<file path="config.mk">
export PLATFORM = sky130hd
export DESIGN_NAME = fetch_delay_pipe
export DESIGN_NICKNAME = d
export VERILOG_FILES = /design/src/rtl/fetch_delay_pipe.sv
export SDC_FILE = /design/constraint.sdc
export NUM_CORES = 1
export LEC_CHECK = 0
export ABC_AREA = 1
export CORE_ASPECT_RATIO = 1.4
export CORE_MARGIN = 1.5
export CORE_UTILIZATION = 35
export CTS_CLUSTER_SIZE = 25
export DETAILED_ROUTE_END_ITERATION = 12
export HOLD_SLACK_MARGIN = 0.05
export PLACE_DENSITY_LB_ADDON = 0.25
export REMOVE_ABC_BUFFERS = 1
export SLEW_MARGIN = 20
export SYNTH_ARGS = -nofsm -noshare
export SYNTH_HDL_FRONTEND = slang
export SYNTH_SLANG_ARGS = --single-unit
</file>
<file path="constraint.sdc">
create_clock -name CLK -period 7.1 [get_ports CLK]
set_input_delay 1.065 -clock CLK [delete_from_list [all_inputs] [get_ports CLK]]
set_output_delay 1.065 -clock CLK [all_outputs]
set_load 0.05 [all_outputs]
</file>
<file path="src/rtl/fetch_delay_pipe.sv">
// IF->ID delay pipe: DEPTH valid-tracked register stages with bubble collapse,
// backpressure to IF, masked head outputs and a registered occupancy count.
module fetch_delay_pipe #(
   parameter int unsigned DEPTH  = 7,
   parameter int unsigned DATA_W = 32,
   parameter int unsigned OCC_W  = $clog2(DEPTH + 1)
) (
   input  logic              CLK,
   input  logic              RESET,
   input  logic              FLUSH,
   input  logic              STALL,
   input  logic              Valid_IN,
   input  logic [DATA_W-1:0] Instr_IN,
   input  logic [DATA_W-1:0] Instr_PC_IN,
   input  logic [DATA_W-1:0] Instr_PC_Plus4_IN,
   input  logic              Branch_prediction_IN,
   output logic              Accept_OUT,
   output logic              Valid_OUT,
   output logic [DATA_W-1:0] Instr_OUT,
   output logic [DATA_W-1:0] Instr_PC_OUT,
   output logic [DATA_W-1:0] Instr_PC_Plus4_OUT,
   output logic              Branch_prediction_OUT,
   output logic [OCC_W-1:0]  Occupancy
);

   // Payload packing: {instr, pc, pc+4, bp}
   localparam int unsigned PW = 3 * DATA_W + 1;

   logic [DEPTH-1:0] v_q, v_d;
   logic [PW-1:0]    data_q [DEPTH];
   logic [DEPTH:0]   cap;
   logic [DEPTH-1:0] move;
   logic [DEPTH-1:0] load;
   logic             in_accept;
   logic             head_consume;
   logic [OCC_W-1:0] occ_q, occ_d;
   logic [PW-1:0]    head;

   // A stage can take a new entry if it is empty or its own entry can move on.
   always_comb begin
      cap        = '0;
      cap[DEPTH] = ~STALL;
      for (int k = int'(DEPTH) - 1; k >= 0; k--) begin
         cap[k] = ~v_q[k] | cap[k+1];
      end
   end

   always_comb begin
      move         = v_q & cap[DEPTH:1];
      in_accept    = Valid_IN & cap[0];
      head_consume = move[DEPTH-1];
      load         = '0;
      load[0]      = in_accept;
      for (int k = 1; k < int'(DEPTH); k++) begin
         load[k] = move[k-1];
      end
   end

   always_comb begin
      v_d   = (v_q & ~move) | load;
      occ_d = occ_q + OCC_W'(in_accept) - OCC_W'(head_consume);
      if (FLUSH) begin
         v_d   = '0;
         occ_d = '0;
      end
   end

   always_ff @(posedge CLK or negedge RESET) begin
      if (!RESET) begin
         v_q   <= '0;
         occ_q <= '0;
      end else begin
         v_q   <= v_d;
         occ_q <= occ_d;
      end
   end

   // Payload is only enabled by load; a flushed load is harmless since v is cleared.
   always_ff @(posedge CLK or negedge RESET) begin
      if (!RESET) begin
         for (int k = 0; k < int'(DEPTH); k++) begin
            data_q[k] <= '0;
         end
      end else begin
         if (load[0]) begin
            data_q[0] <= {Instr_IN, Instr_PC_IN, Instr_PC_Plus4_IN, Branch_prediction_IN};
         end
         for (int k = 1; k < int'(DEPTH); k++) begin
            if (load[k]) begin
               data_q[k] <= data_q[k-1];
            end
         end
      end
   end

   always_comb begin
      Valid_OUT             = v_q[DEPTH-1];
      head                  = Valid_OUT ? data_q[DEPTH-1] : '0;
      Instr_OUT             = head[3*DATA_W -: DATA_W];
      Instr_PC_OUT          = head[2*DATA_W -: DATA_W];
      Instr_PC_Plus4_OUT    = head[DATA_W -: DATA_W];
      Branch_prediction_OUT = head[0];
      Accept_OUT            = cap[0];
      Occupancy             = occ_q;
   end

endmodule

</file>
# Yosys cells after proc, flatten, opt, wreduce, memory -nomap -nowiden
# Cells that the tools add are included.
# W data, S select, Z words.
[op_classes]
n_mux = 3
bitwise = 20
addsub = 2
[op_table]
columns = ["op", "n"]
rows = [
  ["$mux W97", 1],
  ["$and A7 B7 Y7", 2],
  ["$not A1 Y1", 8],
  ["$mux W7", 1],
  ["$not A7 Y7", 1],
  ["$or A1 B1 Y1", 7],
  ["$or A7 B7 Y7", 1],
  ["$add A3 B1 Y3", 1],
  ["$mux W3", 1],
  ["$sub A3 B1 Y3", 1],
  ["$and A1 B1 Y1", 1],
]
[totals]
in_bits = 102
regBits = 689

# Longest topological paths before layout
# Gate-level depths: netlist of run 1.
[logic_depth]
ltp_word = 12
mapped_depth = 13

# Worst setup path before layout of run 1
# No wires, ideal clock.
[synth_path]
kind = "input to output"
from = "input STALL"
to = "output Accept_OUT"
slack_ps = 3920
path_stages = 5
arrival_ps = 2115
path_cell_list = "nand4_1 > nor2_2 > nand4_1 > buf_2 > buf_1"
[synth_via]
elab_chain_len = 8
[synth_lines]
columns = ["item", "line", "source"]
rows = [
  ["from (decl)", "11", "input logic STALL,"],
  ["$not A1 Y1", "42", "cap[DEPTH] = ~STALL;"],
  ["$or A1 B1 Y1 (7 in a row)", "44", "cap[k] = ~v_q[k] | cap[k+1];"],
  ["to (decl)", "17", "output logic Accept_OUT,"],
]
# Every way passes these cells.

# Final worst setup path of run 1
# Ends and elaborated chain as after synthesis.

==> summary.md, run 1 <==
| Metric | Value |
|---|---|
| Pwr Total | 9.83 mW |
| CTS tree | done |
| Maximum vdd drop | 0.146 mV |
| Core area | 0.0753 sq mm |
| Wire per inst | 15.4 um |
| Total number of vias | 18068 |
| Place WS | 2510 ps |
| Share of the synthesized area in the top cell type | 64.8% |
| Die height | 329 um |
| CTS root buffer | clkbuf_16 |
| Dominant cell type by area after synthesis | dfrtp_1 |
| Critical path endpoint category | output pin |
| DR WL met3 | 2.45 mm |
| Number of I/O pins | 204 |
| Critical R2R Launch | v_q[6] |
| # clock sinks | 689 |
| Clock share of power | 37.8% |
| Number of buffers added on ports | 203 |
| HPWL after detailed placement | 35.6 mm |
| Period utilisation layout | 64.5% |
| Number of setup violations in the final report | 0 |
| Max Freq | 218 MHz |
| Top post-synthesis cells by area | dfrtp_1 65%, nand2_1 9.7%, inv_1 4.2% |
| Fin crit period | 4580 ps |
| Setup_tns | 0 ps |
| Register-to-Register Path Depth | 11 |
| ANT nets after route | 0 |
| Final WL | 59.8 mm |
| Grt total ovfl | 0 |
| Met2 wire length | 29.2 mm |
| Synth Area in Adders | 0.169% |
| Max-Cap Viols | 0 |
| WL met1 | 26.5 mm |
| Crit-path max FO | 20 |
| Count leader, synth | dfrtp_1 |
| Sw Ratio | 25.1% |
| CP Launch Point | STALL |
| Largest net degree at the start of global routing | 186 |
| Status | finished clean |
| Mean area per synthesized cell | 9.72 sq um |
| Slowest stage delay, CP | 730 ps |
| Flops & latches, synth | 689 |
| Crit Path Class | input port to output pin |
| Vias per cell | 4.65 |
| # diodes | 0 |
| CP max stage cell | clkdlybuf4s50_1 |
| GRT Total Usage | 15.8% |
| Setup crit end | Accept_OUT |
| Post-synthesis simple-gate area fraction | 16.3% |
| LEAKAGE | 16.6 nW |
| Commonest cells post-synth | 689 x dfrtp_1, 686 x nand2_1, 298 x inv_1 |
| Seq pwr share | 51.7% |
| Setup bufs post-CTS | 0 |
| CTS HTree Levels | 3 |
| Mux cell area share after synthesis | 4.10% |
| Final hold violation count | 0 |
| Initial antenna violation count | 1 |
| Reg2reg end | Occupancy[2] |
| Largest family of logic cells by synthesized area | simple AND/OR/NAND/NOR gates |
| Initial core utilization | 35.3% |
| Final Wtd Congestion | 0.765 |
| Comb power frac | 10.5% |
| Clock transition at path regs | 60 ps |
| Yosys warning count | 0 |
| Max Root-Sink Buffers | 3 |
| Layout cells sized above 1 | 8.20% |
| P_int | 7.36 mW |
| Synth-to-layout area growth | 19.1% |
| Cell Area, Placed | 0.0293 sq mm |
| Post-synth cell types | 21 |
| RSZ-0062 raised after global routing | false |
| Drt drc | 0 |
| Arrival time at the worst endpoint | 3520 ps |
| TritonCTS buffer count | 68 |
| Critical Path Start Type | input port |
| Synth Area in Compound Gates | 7.42% |
| Worst skew pair latency | 610 ps |
| Initial DRC Count | 1139 |
| Vias in the first global route | 18674 |
| Xor/xnor cell area share of the yosys netlist | 0.0658% |
| Post-synth EDFFs | 0 |
| Post-CTS Hold Fix Bufs | 0 |
| Clock Skews | 24.9 ps |
| Rows | 119 |
| Flop2flop setup slack | 3380 ps |
| CP Cell Sequence | clkdlybuf4s50_1, nand4_1, nor2_2, nand4_1, buf_4, clkdlybuf4s50_1 |
| HP Class | register to register |
| Global-route wire length before repair | 98.6 mm |
| Most used DFF post-synth | dfrtp_1 |
| Syn Std Cell Area | 0.0266 sq mm |
| Syn Inst Count | 2738 |
| Sw power | 2.46 mW |
| Post-CTS Resized | 0 |
| Top routing layer used | met5 |
| TritonRoute pass-1 iters | 5 |
| Final nets | 2970 |
| Max-slew violations | 0 |
| WP data required | 6030 ps |
| Power Density | 310 mW/mm^2 |
| Die width | 236 um |
| Final worst slack | 2520 ps |
| Design Area, Final | 0.0317 sq mm |
| Worst slew pin tran | 1050 ps |
| Slew HR | 30.1% |
| Asr flop ratio synth | 100% |
| Die area | 0.0778 sq mm |
| Seq/Total Area, Yosys | 64.8% |
-- worst max-delay path, delay by kind of cell --
kind | cells | cell delay [ps]
buffers and inverters | 3 | 1600
and+or+nand+nor | 3 | 840
-- stage by stage --
step                util [%]  std cells  hold WS, ps
floorplan                  -       2569          443
global placement        38.9       3761          454
detailed placement      38.9       3761          459
CTS                     42.0       3882          474
global route            42.1       3884          482
finish                  42.1       3884          469
-- placed cells by master (no fill, tap or decap), types with 2 or more instances in the layout --
| master | Yosys | final |
|---|---|---|
| dfrtp_1 | 689 | 687 |
| nand2_1 | 686 | 681 |
| inv_1 | 298 | 298 |
| a21oi_1 | 201 | 201 |
| clkdlybuf4s50_1 | 0 | 201 |
| nor2_1 | 198 | 198 |
| nand3_1 | 195 | 195 |
| o21ai_0 | 194 | 194 |
| mux2_2 | 97 | 97 |
| clkbuf_16 | 0 | 71 |
| buf_4 | 11 | 19 |
| clkbuf_1 | 43 | 15 |
| clkinv_2 | 0 | 14 |
| bufinv_16 | 0 | 8 |
| clkbuf_8 | 0 | 7 |
| nand2_4 | 0 | 6 |
| buf_12 | 0 | 3 |
| nand4_1 | 2 | 2 |
| ha_1 | 2 | 2 |
| clkinv_8 | 0 | 2 |
| clkinv_4 | 0 | 2 |
| inv_6 | 0 | 2 |
| dfrtp_4 | 0 | 2 |
| buf_16 | 0 | 2 |
-- layer usage --
layer  GRT usage, %  vias up
li1               -     8840
met5              0        -
met1           19.9     8821
met4           5.86        2
met3           2.76       93
met2           27.2      312
-- power groups by stage --
stage	clock (mW)	sequential (mW)	combinational, mW
2_1_floorplan	0	5.04	0.714
3_3_place_gp	0	5.12	1.00
3_5_place_dp	0	5.15	1.05
4_1_cts	3.85	5.09	1.06
5_1_grt	3.99	5.17	1.22
6_report	3.71	5.08	1.03
-- worst min path at each step --
stage / start / endpoint / slack [ps] / cells past startpoint
finish: data_q[651] / data_q[651] / 470 / 2
global route: data_q[531] / data_q[531] / 480 / 2
CTS: data_q[514] / data_q[514] / 470 / 2
detailed placement: data_q[514] / data_q[514] / 460 / 2
global placement: data_q[617] / data_q[617] / 450 / 2
floorplan: data_q[582] / data_q[582] / 440 / 2
-- kinds of logic after synthesis --
logic type	Yosys count
AOI/OAI and AO/OA	395
xor gates and xnor gates	2
adders and majority gates	3
buffers and inverters	467
DFF	689
muxes	97
and+or+nand+nor	1085
-- sequential cells by signal, summed over array words and instances, names as in the netlist --
register,count
data_q,679
v_q,7
Occupancy,3
-- final cells by class --
cell class | instances | area [sq um]
clock buffers | 93 | 1930
multi-input cells | 1582 | 7530
repair buffers | 226 | 2280
flip-flops and latches | 689 | 17200
fillers | 7354 | 43600
inverters | 298 | 1120
clock inverters | 28 | 378
well taps | 968 | 1210
Note: power is estimated with default switching activity, not from simulation.
==> run 2: changes to the inputs <==
==> constraint.sdc (replaced) <==
create_clock -name CLK -period 3.8 [get_ports CLK]
set_input_delay 0.57 -clock CLK [delete_from_list [all_inputs] [get_ports CLK]]
set_output_delay 0.57 -clock CLK [all_outputs]
set_load 0.05 [all_outputs]
==> summary.md, run 2 (same netlist as run 1, synthesis figures left out) <==
| Metric | Value |
|---|---|
| Number of setup violations in the final report | 0 (unchanged) |
| CP max stage cell | clkdlybuf4s50_1 |
| Die width | 236 um (unchanged) |
| Max Root-Sink Buffers | 3 (unchanged) |
| Number of buffers added on ports | 203 (unchanged) |
| Largest Register | data_q |
| Vias per cell | 4.67 (+0.44%) |
| Final Wtd Congestion | 0.797 (+4.3%) |
| Max-Cap Viols | 0 (unchanged) |
| CTS tree | done |
| Critical R2R Launch | v_q[6] |
| Vias in the first global route | 18719 (+0.24%) |
| Total number of vias | 18251 (+1.0%) |
| Flop2flop setup slack | 720 ps (-2660 ps) |
| Die area | 0.0778 sq mm (unchanged) |
| Setup crit end | Instr_PC_Plus4_OUT[19] |
| Max reg flops | 679 (unchanged) |
| Worst slew pin tran | 1130 ps (+85.3 ps) |
| Crit-path max FO | 33 (+65%) |
| Fin crit period | 3380 ps |
| Initial DRC Count | 918 (-19%) |
| Final core occ | 42.6% (+0.54 points) |
| Critical path endpoint category | output pin |
| CTS root buffer | clkbuf_16 |
| Maximum vdd drop | 0.349 mV (+140%) |
| HP Class | input port to register |
| Rows | 119 (unchanged) |
| Most common cell after layout, fill and taps aside | dfrtp_1 |
| GRT Total Usage | 16.3% (+0.56 points) |
| RSZ-0062 raised after global routing | false |
| Crit Path Class | register to output pin |
| Power Density | 578 mW/mm^2 (+86%) |
| Post-CTS Hold Fix Bufs | 1 (+1) |
| Layout cells sized above 1 | 8.92% (+0.72 points) |
| Place WS | 338 ps (-2170 ps) |
| Post-CTS Resized | 0 (unchanged) |
| ANT nets after route | 0 (unchanged) |
| TritonCTS buffer count | 69 (+1.5%) |
| Most frequent cells in the layout | 687 x dfrtp_1, 681 x nand2_1, 298 x inv_1 |
| Die height | 329 um (unchanged) |
| Reg2reg end | data_q[618] |
| Final worst slack | 422 ps (-2100 ps) |
| CP Launch Point | v_q[6] |
| Critical Path Start Type | register |
| Clock Skews | 27.7 ps (+2.77 ps) |
| # clock sinks | 689 (unchanged) |
| Status | finished clean |
| Arrival time at the worst endpoint | 2810 ps (-710 ps) |
| Core area | 0.0753 sq mm (unchanged) |
| Largest net degree at the start of global routing | 111 (-40%) |
| Initial antenna violation count | 1 (unchanged) |
| WP data required | 3230 ps (-2800 ps) |
| Global-route wire length before repair | 101 mm (+2.0%) |
| Register-to-Register Path Depth | 8 (-3) |
| Max Freq | 296 MHz |
| Final WL | 62.0 mm (+3.7%) |
| HPWL after detailed placement | 36.8 mm (+3.3%) |
| TritonRoute pass-1 iters | 5 (unchanged) |
| Final hold violation count | 0 (unchanged) |
| Final std cells w/o fill | 3906 (+0.57%) |
| Synth-to-layout area growth | 20.6% |
| Clock transition at path regs | 60 ps (about the same) |
| Max-slew violations | 0 (unchanged) |
| Slew HR | 24.4% (-5.7 points) |
| Wire per inst | 15.9 um (+3.1%) |
| CTS HTree Levels | 3 (unchanged) |
| LEAKAGE | 16.8 nW (+1.1%) |
| Grt total ovfl | 0 (unchanged) |
| Slowest stage delay, CP | 810 ps (+80 ps) |
| CP Cell Sequence | buf_4, nand2_1, inv_1, clkdlybuf4s50_1 |
| Final nets | 2988 (+0.61%) |
| Placed Cells | 3779 (+0.48%) |
| Worst skew pair latency | 620 ps (about the same) |
| Initial core utilization | 35.3% (unchanged) |
| Number of I/O pins | 204 (unchanged) |
| Drt drc | 0 (unchanged) |
| Period utilisation layout | 88.9% |
| Setup bufs post-CTS | 0 (unchanged) |
[run 2: worst min-delay path by stage]
stage / to / startpoint / depth (start not counted)
6_report: data_q[585] / Valid_IN / 3
3_3_place_gp: data_q[521] / data_q[521] / 2
4_1_cts: data_q[585] / Valid_IN / 3
2_1_floorplan: Occupancy[0] / RESET / 0
5_1_grt: data_q[585] / Valid_IN / 3
3_5_place_dp: data_q[678] / data_q[678] / 2
[run 2: routing by layer]
metal | share of wire, % | up-vias | global-route usage [%] | wire, um
met5 | 0.011 | - | 0 | 7
met4 | 3.1 | 2 | 6.70 | 1930
met3 | 3.2 | 87 | 2.28 | 2000
met2 | 49 | 277 | 28.2 | 30500
met1 | 44 | 9012 | 20.7 | 27500
li1 | - | 8873 | - | -
[run 2: stage by stage]
| stage | power (mW) | area (sq um) | hold WS [ps] | TNS (ps) |
|---|---|---|---|---|
| 5_1_grt | 19.6 | 32100 | 472 | 0 |
| 3_5_place_dp | 11.6 | 29700 | 459 | 0 |
| 6_report | 18.5 | 32100 | 446 | 0 |
| 3_3_place_gp | 11.5 | 29700 | 455 | 0 |
| 2_1_floorplan | 10.8 | 25800 | 274 | -1482440 |
| 4_1_cts | 18.9 | 32100 | 423 | 0 |
[run 2: worst max-delay path, delay by kind of cell (launching register included)]
family | cells | cell delay (ps)
buffers and inverters | 3 | 1340
flip-flops | 1 | 700
AND/OR/NAND/NOR | 1 | 120
[run 2: where the power goes]
group          switching [mW]  internal, mW
sequential              0.658          8.80
combinational            1.11         0.848
clock                    2.88          4.25
total                    4.65          13.9
[run 2: area by class of cell]
cell class                      instances  area (sq um)
Fill cell                            7319         43200
Sequential cell                       689         17200
Multi-Input combinational cell       1582          7520
Timing Repair Buffer                  243          2600
Clock buffer                           99          2040
Tap cell                              968          1210
Inverter                              298          1120
Clock inverter                         26           362
Antenna cell                            1          2.50
==> run 3: changes to the inputs <==
--- a/config.mk
+++ b/config.mk
@@ -8,7 +8,7 @@
 export ABC_AREA = 1
 export CORE_ASPECT_RATIO = 1.4
 export CORE_MARGIN = 1.5
-export CORE_UTILIZATION = 35
+export CORE_UTILIZATION = 45
 export CTS_CLUSTER_SIZE = 25
 export DETAILED_ROUTE_END_ITERATION = 12
 export HOLD_SLACK_MARGIN = 0.05
==> summary.md, run 3 (same netlist as run 1, synthesis figures left out) <==
| Metric | Value |
|---|---|
| Status | finished with violations |
| Failing checks | hold timing |
| Rows | 105 (-12%) |
| Worst slew pin tran | 980 ps (-154 ps) |
| Max reg flops | 679 (unchanged) |
| Final Wtd Congestion | 0.766 (-4.0%) |
| GRT Total Usage | 19.9% (+3.6 points) |
| Layout cells sized above 1 | 8.62% (-0.31 points) |
| TritonRoute pass-1 iters | 5 (unchanged) |
| RSZ-0062 raised after global routing | false |
| Number of I/O pins | 204 (unchanged) |
| Critical Path Start Type | register |
| Initial DRC Count | 863 (-6.0%) |
| Seq pwr share | 54.4% (+3.4 points) |
| Power Density | 556 mW/mm^2 (-3.7%) |
| Initial antenna violation count | 2 (+1) |
| Grt total ovfl | 0 (unchanged) |
| Die area | 0.0607 sq mm (-22%) |
| Placed Cells | 3566 (-5.6%) |
| Clock share of power | 34.5% (-3.9 points) |
| Hold slack | -81.6 ps (-527 ps) |
| Core area | 0.0586 sq mm (-22%) |
| CTS tree | done |
| Final core occ | 53.5% (+11 points) |
| Slew HR | 34.7% (+10 points) |
| Post-CTS Hold Fix Bufs | 0 (-1) |
| FF+latch area | 0.0172 sq mm (unchanged) |
| Final WL | 58.7 mm (-5.2%) |
| Comb power frac | 11.2% (+0.7 points) |
| # clock sinks | 689 (unchanged) |
| ANT nets after route | 0 (unchanged) |
| Most frequent cells in the layout | 687 x dfrtp_1, 681 x nand2_1, 298 x inv_1 |
| Reg2reg end | data_q[622] |
| HPWL after detailed placement | 35.7 mm (-3.1%) |
| Post-CTS Resized | 0 (unchanged) |
| Fillers | 5300 (-28%) |
| Crit Path Class | register to output pin |
| HP Class | input port to async pin |
| Fin crit period | 3440 ps (+58.8 ps) |
| Drt drc | 0 (unchanged) |
| Most common cell after layout, fill and taps aside | dfrtp_1 |
| LEAKAGE | 16.6 nW (-1.1%) |
| WP data required | 3230 ps (about the same) |
| Maximum vdd drop | 0.417 mV (+19%) |
| Max-Cap Viols | 0 (unchanged) |
| Initial core utilization | 45.4% (+10 points) |
| Wire per inst | 16.0 um (+0.74%) |
| Crit-path max FO | 48 (+45%) |
| Clock transition at path regs | 60 ps (about the same) |
| Critical R2R Launch | v_q[6] |
| Period utilisation layout | 90.4% (+1.5 points) |
| Largest net degree at the start of global routing | 125 (+13%) |
| Sw Ratio | 25.3% (+0.20 points) |
| Critical path endpoint category | output pin |
| Final nets | 2984 (-0.13%) |
| Vias per cell | 4.95 (+6.0%) |
| CTS root buffer | clkbuf_16 |
| Pwr Total | 17.5 mW (-5.9%) |
| Arrival time at the worst endpoint | 2870 ps (+60 ps) |
| Largest Register | data_q |
| Clock Skews | 11.4 ps (-16.3 ps) |
| Flop2flop setup slack | 810 ps (+90 ps) |
| Worst skew pair latency | 600 ps (-20 ps) |
| Total number of vias | 18201 (-0.27%) |
| Register-to-Register Path Depth | 8 (unchanged) |
| Vias in the first global route | 18976 (+1.4%) |
| Final hold violation count | 10 (+10) |
| Final std cells w/o fill | 3675 (-5.9%) |
| Number of setup violations in the final report | 0 (unchanged) |
| Synth-to-layout area growth | 17.8% |
| Number of buffers added on ports | 203 (unchanged) |
| Setup bufs post-CTS | 0 (unchanged) |
| Die height | 291 um (-12%) |
| P_int | 13.0 mW (-6.1%) |
| Global-route wire length before repair | 97.6 mm (-2.9%) |
| CTS HTree Levels | 2 (-1) |
| TritonCTS buffer count | 60 (-13%) |
| Max-slew violations | 0 (unchanged) |
| Max Freq | 291 MHz (-1.7%) |
| Max Root-Sink Buffers | 3 (unchanged) |
| Multi-input logic area | 0.00752 sq mm (unchanged) |
| Die width | 209 um (-12%) |
| Sw power | 4.41 mW (-5.1%) |
## run 3: cell count changes in the layout (fill, tap and decap cells not counted), sizes merged
cell / previous run / this run
buf: 42 / 48
bufinv: 7 / 3
clkbuf: 99 / 86
clkinv: 13 / 15
clkinvlp: 5 / 1
dlygate4sd3: 1 / 0
inv: 299 / 301
## run 3: area by class of cell
| cell class | count | area share, % |
|---|---|---|
| Timing Repair Buffer | 248 | 8.27 |
| Sequential cell | 689 | 55.0 |
| Multi-Input combinational cell | 1582 | 24.0 |
| Tap cell | 749 | 2.99 |
| Clock buffer | 86 | 5.58 |
| Inverter | 298 | 3.57 |
| Antenna cell | 1 | 0.00798 |
| Clock inverter | 22 | 0.634 |
## run 3: power groups by stage
stage / clock network, mW / registers, mW / logic, mW
after floorplan: 0 / 9.42 / 1.33
after global placement: 0 / 9.56 / 1.88
after detailed placement: 0 / 9.62 / 1.98
after CTS: 6.18 / 9.50 / 2.00
after global routing: 6.44 / 9.67 / 2.31
final: 6.02 / 9.49 / 1.95
## run 3: layer usage
metal	GRT usage, %	share of wire (%)	vias up
met4	6.08	2.7	2
met3	2.28	3.3	99
li1	-	-	8842
met5	0	0.022	-
met2	35.4	50	304
met1	25.6	44	8954
## run 3: worst max path at each step
| stage | startpoint | end | slack (ps) | cells past startpoint |
|---|---|---|---|---|
| after floorplan | v_q[6] | Occupancy[2] | -4910 | 11 |
| after global placement | STALL | data_q[678] | 450 | 9 |
| after detailed placement | STALL | data_q[668] | 360 | 9 |
| after CTS | v_q[6] | Instr_OUT[16] | 260 | 4 |
| after global routing | v_q[6] | Instr_PC_OUT[6] | 230 | 4 |
| final | v_q[6] | Instr_OUT[16] | 360 | 4 |
## run 3: worst max-delay path, stage by stage, from the launching register on
cell and delay (ps):
dfrtp_4 610, buf_4 570, nand2_1 120, inv_1 130, clkdlybuf4s50_1 810
## run 3: metrics by stage
stage / hold slack, ps / TNS (ps) / setup WS (ps) / area, sq um
floorplan: 274 / -1482440 / -4910 / 25800
global placement: 453 / 0 / 454 / 29400
detailed placement: 459 / 0 / 356 / 29400
CTS: 54.2 / 0 / 262 / 31400
global route: 88.2 / 0 / 225 / 31400
finish: -81.6 / 0 / 363 / 31400
==> edit: new RTL, settings of run 3 <==
`DEPTH`: 7 -> 6.
--- a/src/rtl/fetch_delay_pipe.sv
+++ b/src/rtl/fetch_delay_pipe.sv
@@ -2,5 +2,5 @@
 // backpressure to IF, masked head outputs and a registered occupancy count.
 module fetch_delay_pipe #(
-   parameter int unsigned DEPTH  = 7,
+   parameter int unsigned DEPTH  = 6,
    parameter int unsigned DATA_W = 32,
    parameter int unsigned OCC_W  = $clog2(DEPTH + 1)
Behaviour: not the same (Yosys sat finds a counterexample within 10 cycles, from zero or initial values and one cycle with RESET low).
==> edit against run 3 <==
The flow finishes with violations (DRC); design area shrank 13%; total power fell by 12%; wire length down 13%; sequential cell count down 98; count of clock-buffer cells in the layout down 6; clock skew is 0.0070 ns higher; clock power decreased by 10%; worst setup slack better by 0.16 ns; area after synthesis down 14%; via count is 9.6% lower; combinational power fell by 9.7%; register-to-register slack gained 0.33 ns.
==> edit: results (changes against run 3) <==
* Fin Clk Skew at 0.0184 ns (+0.00700 ns)
* DRT Pass-1 Iters at 9 (+4)
* RD Place Congestion at 0.770 (+0.61%)
* CP Data Arrival Time at 2.71 ns (-0.16 ns)
* Peak VDD IR at 0.321 mV (-23%)
* Fin nets at 2775 (-7.0%)
* Worst Reg-to-Reg Cells at 11 (+3)
* Reg2reg setup slack at 1.14 ns (+0.33 ns)
* DRT iter0 DRCs at 955 (+11%)
* Adder-cell area share of the yosys netlist at 0.00196 (+0.000266)
* Crit path max fanout at 13 (-73%)
* Dpl cells at 3257 (-8.7%)
* Pwr/cell area at 559 nW/um^2 (+0.51%)
* Synthesized area per cell at 9.10 um^2 (-6.5%)
* Clock buf/inv share at 0.0655 (+0.00333)
* Vias in the first global route at 17007 (-10%)
* CTS buffer count at 54 (-10%)
* Status: complete, but fails checks
* Initial antenna violation count at 0 (-2)
* Post-synthesis mux area share at 0 (-0.0410)
* Synth Area in XOR/XNOR at 0.000761 (+0.000103)
* Worst Setup EP: Accept_OUT
* RR Endpoint: Occupancy[2]
* Gr usage total at 0.200 (+0.00112)
* Multi-input gates at 1482 (-6.3%)
* Final hold slack at 0.0479 ns (+0.129 ns)
* Post-synthesis compound-gate area fraction at 0.0857 (+0.0114)
* Post-synthesis register bit count at 591 (-14%)
* Vias at 16455 (-9.6%)
* Antenna cells at 0 (-1)
* Clock latency on the worst-skew pair at 0.58 ns (-0.02 ns)
* Max stage delay on crit path at 0.84 ns (+0.03 ns)
* Worst-Margin Slew at 0.943 ns (-0.0368 ns)
* Area of the multi-input gates at 6420 um^2 (-15%)
* Largest net degree at the start of global routing at 113 (-9.6%)
* Pre-CTS WS at 0.512 ns (+0.156 ns)
* Layout cells sized above 1 at 0.0531 (-0.0331)
* Synth top area cells: dfrtp_1 (64%), nand2_1 (11%), inv_1 (4.9%)
* Nonclk buf count at 243 (-2.0%)
* FILL cells at 4627 (-13%)
* Post-place instance area at 25600 um^2 (-13%)
* Post-synth top cells: nand2_1 (685), dfrtp_1 (591), inv_1 (298), a21oi_1 (200), nor2_1 (198)
* Non-clock buffer share at 0.0903 (+0.00763)
* Violated checks: DRC
* Leakage power at 14.6 nW (-12%)
* First-pass GRT wire length at 85900 um (-12%)
* Register area at 14800 um^2 (-14%)
* Avg WL per Cell at 15.1 um (-5.2%)
* Final period util at 0.863 (-0.0419)
* # DRC at 7 (+7)
==> edit: cell types whose count changed after synthesis, moves of 5 or more <==
cell and change:
buf_2 -5, mux2_2 -97, buf_1 -10, clkbuf_1 +11, dfrtp_1 -98, buf_4 -5
==> edit: worst register-to-register path, stage by stage, from the launching register on <==
cell     delay [ns]
dfrtp_4        0.54
nand3_2        0.18
nor2_4         0.18
nand4_1        0.39
nand2_4        0.19
ha_1           0.24
inv_1          0.06
ha_1           0.13
inv_1          0.05
fa_1           0.37
xor2_1         0.16
nor2_1         0.05
==> edit: routing by layer <==
metal | GRT usage | routed length (um) | up-vias
met1 | 0.253 | 22100 | 8028
met2 | 0.358 | 25900 | 250
met3 | 0.0252 | 1580 | 80
met5 | 0 | 0 | -
li1 | - | - | 8097
met4 | 0.0621 | 1310 | 0
==> edit: power breakdown <==
group	leakage [nW]	switching, mW	internal (mW)
Clock	0.899	2.31	3.10
Sequential	7.04	0.582	7.57
Combinational	6.71	1.05	0.708
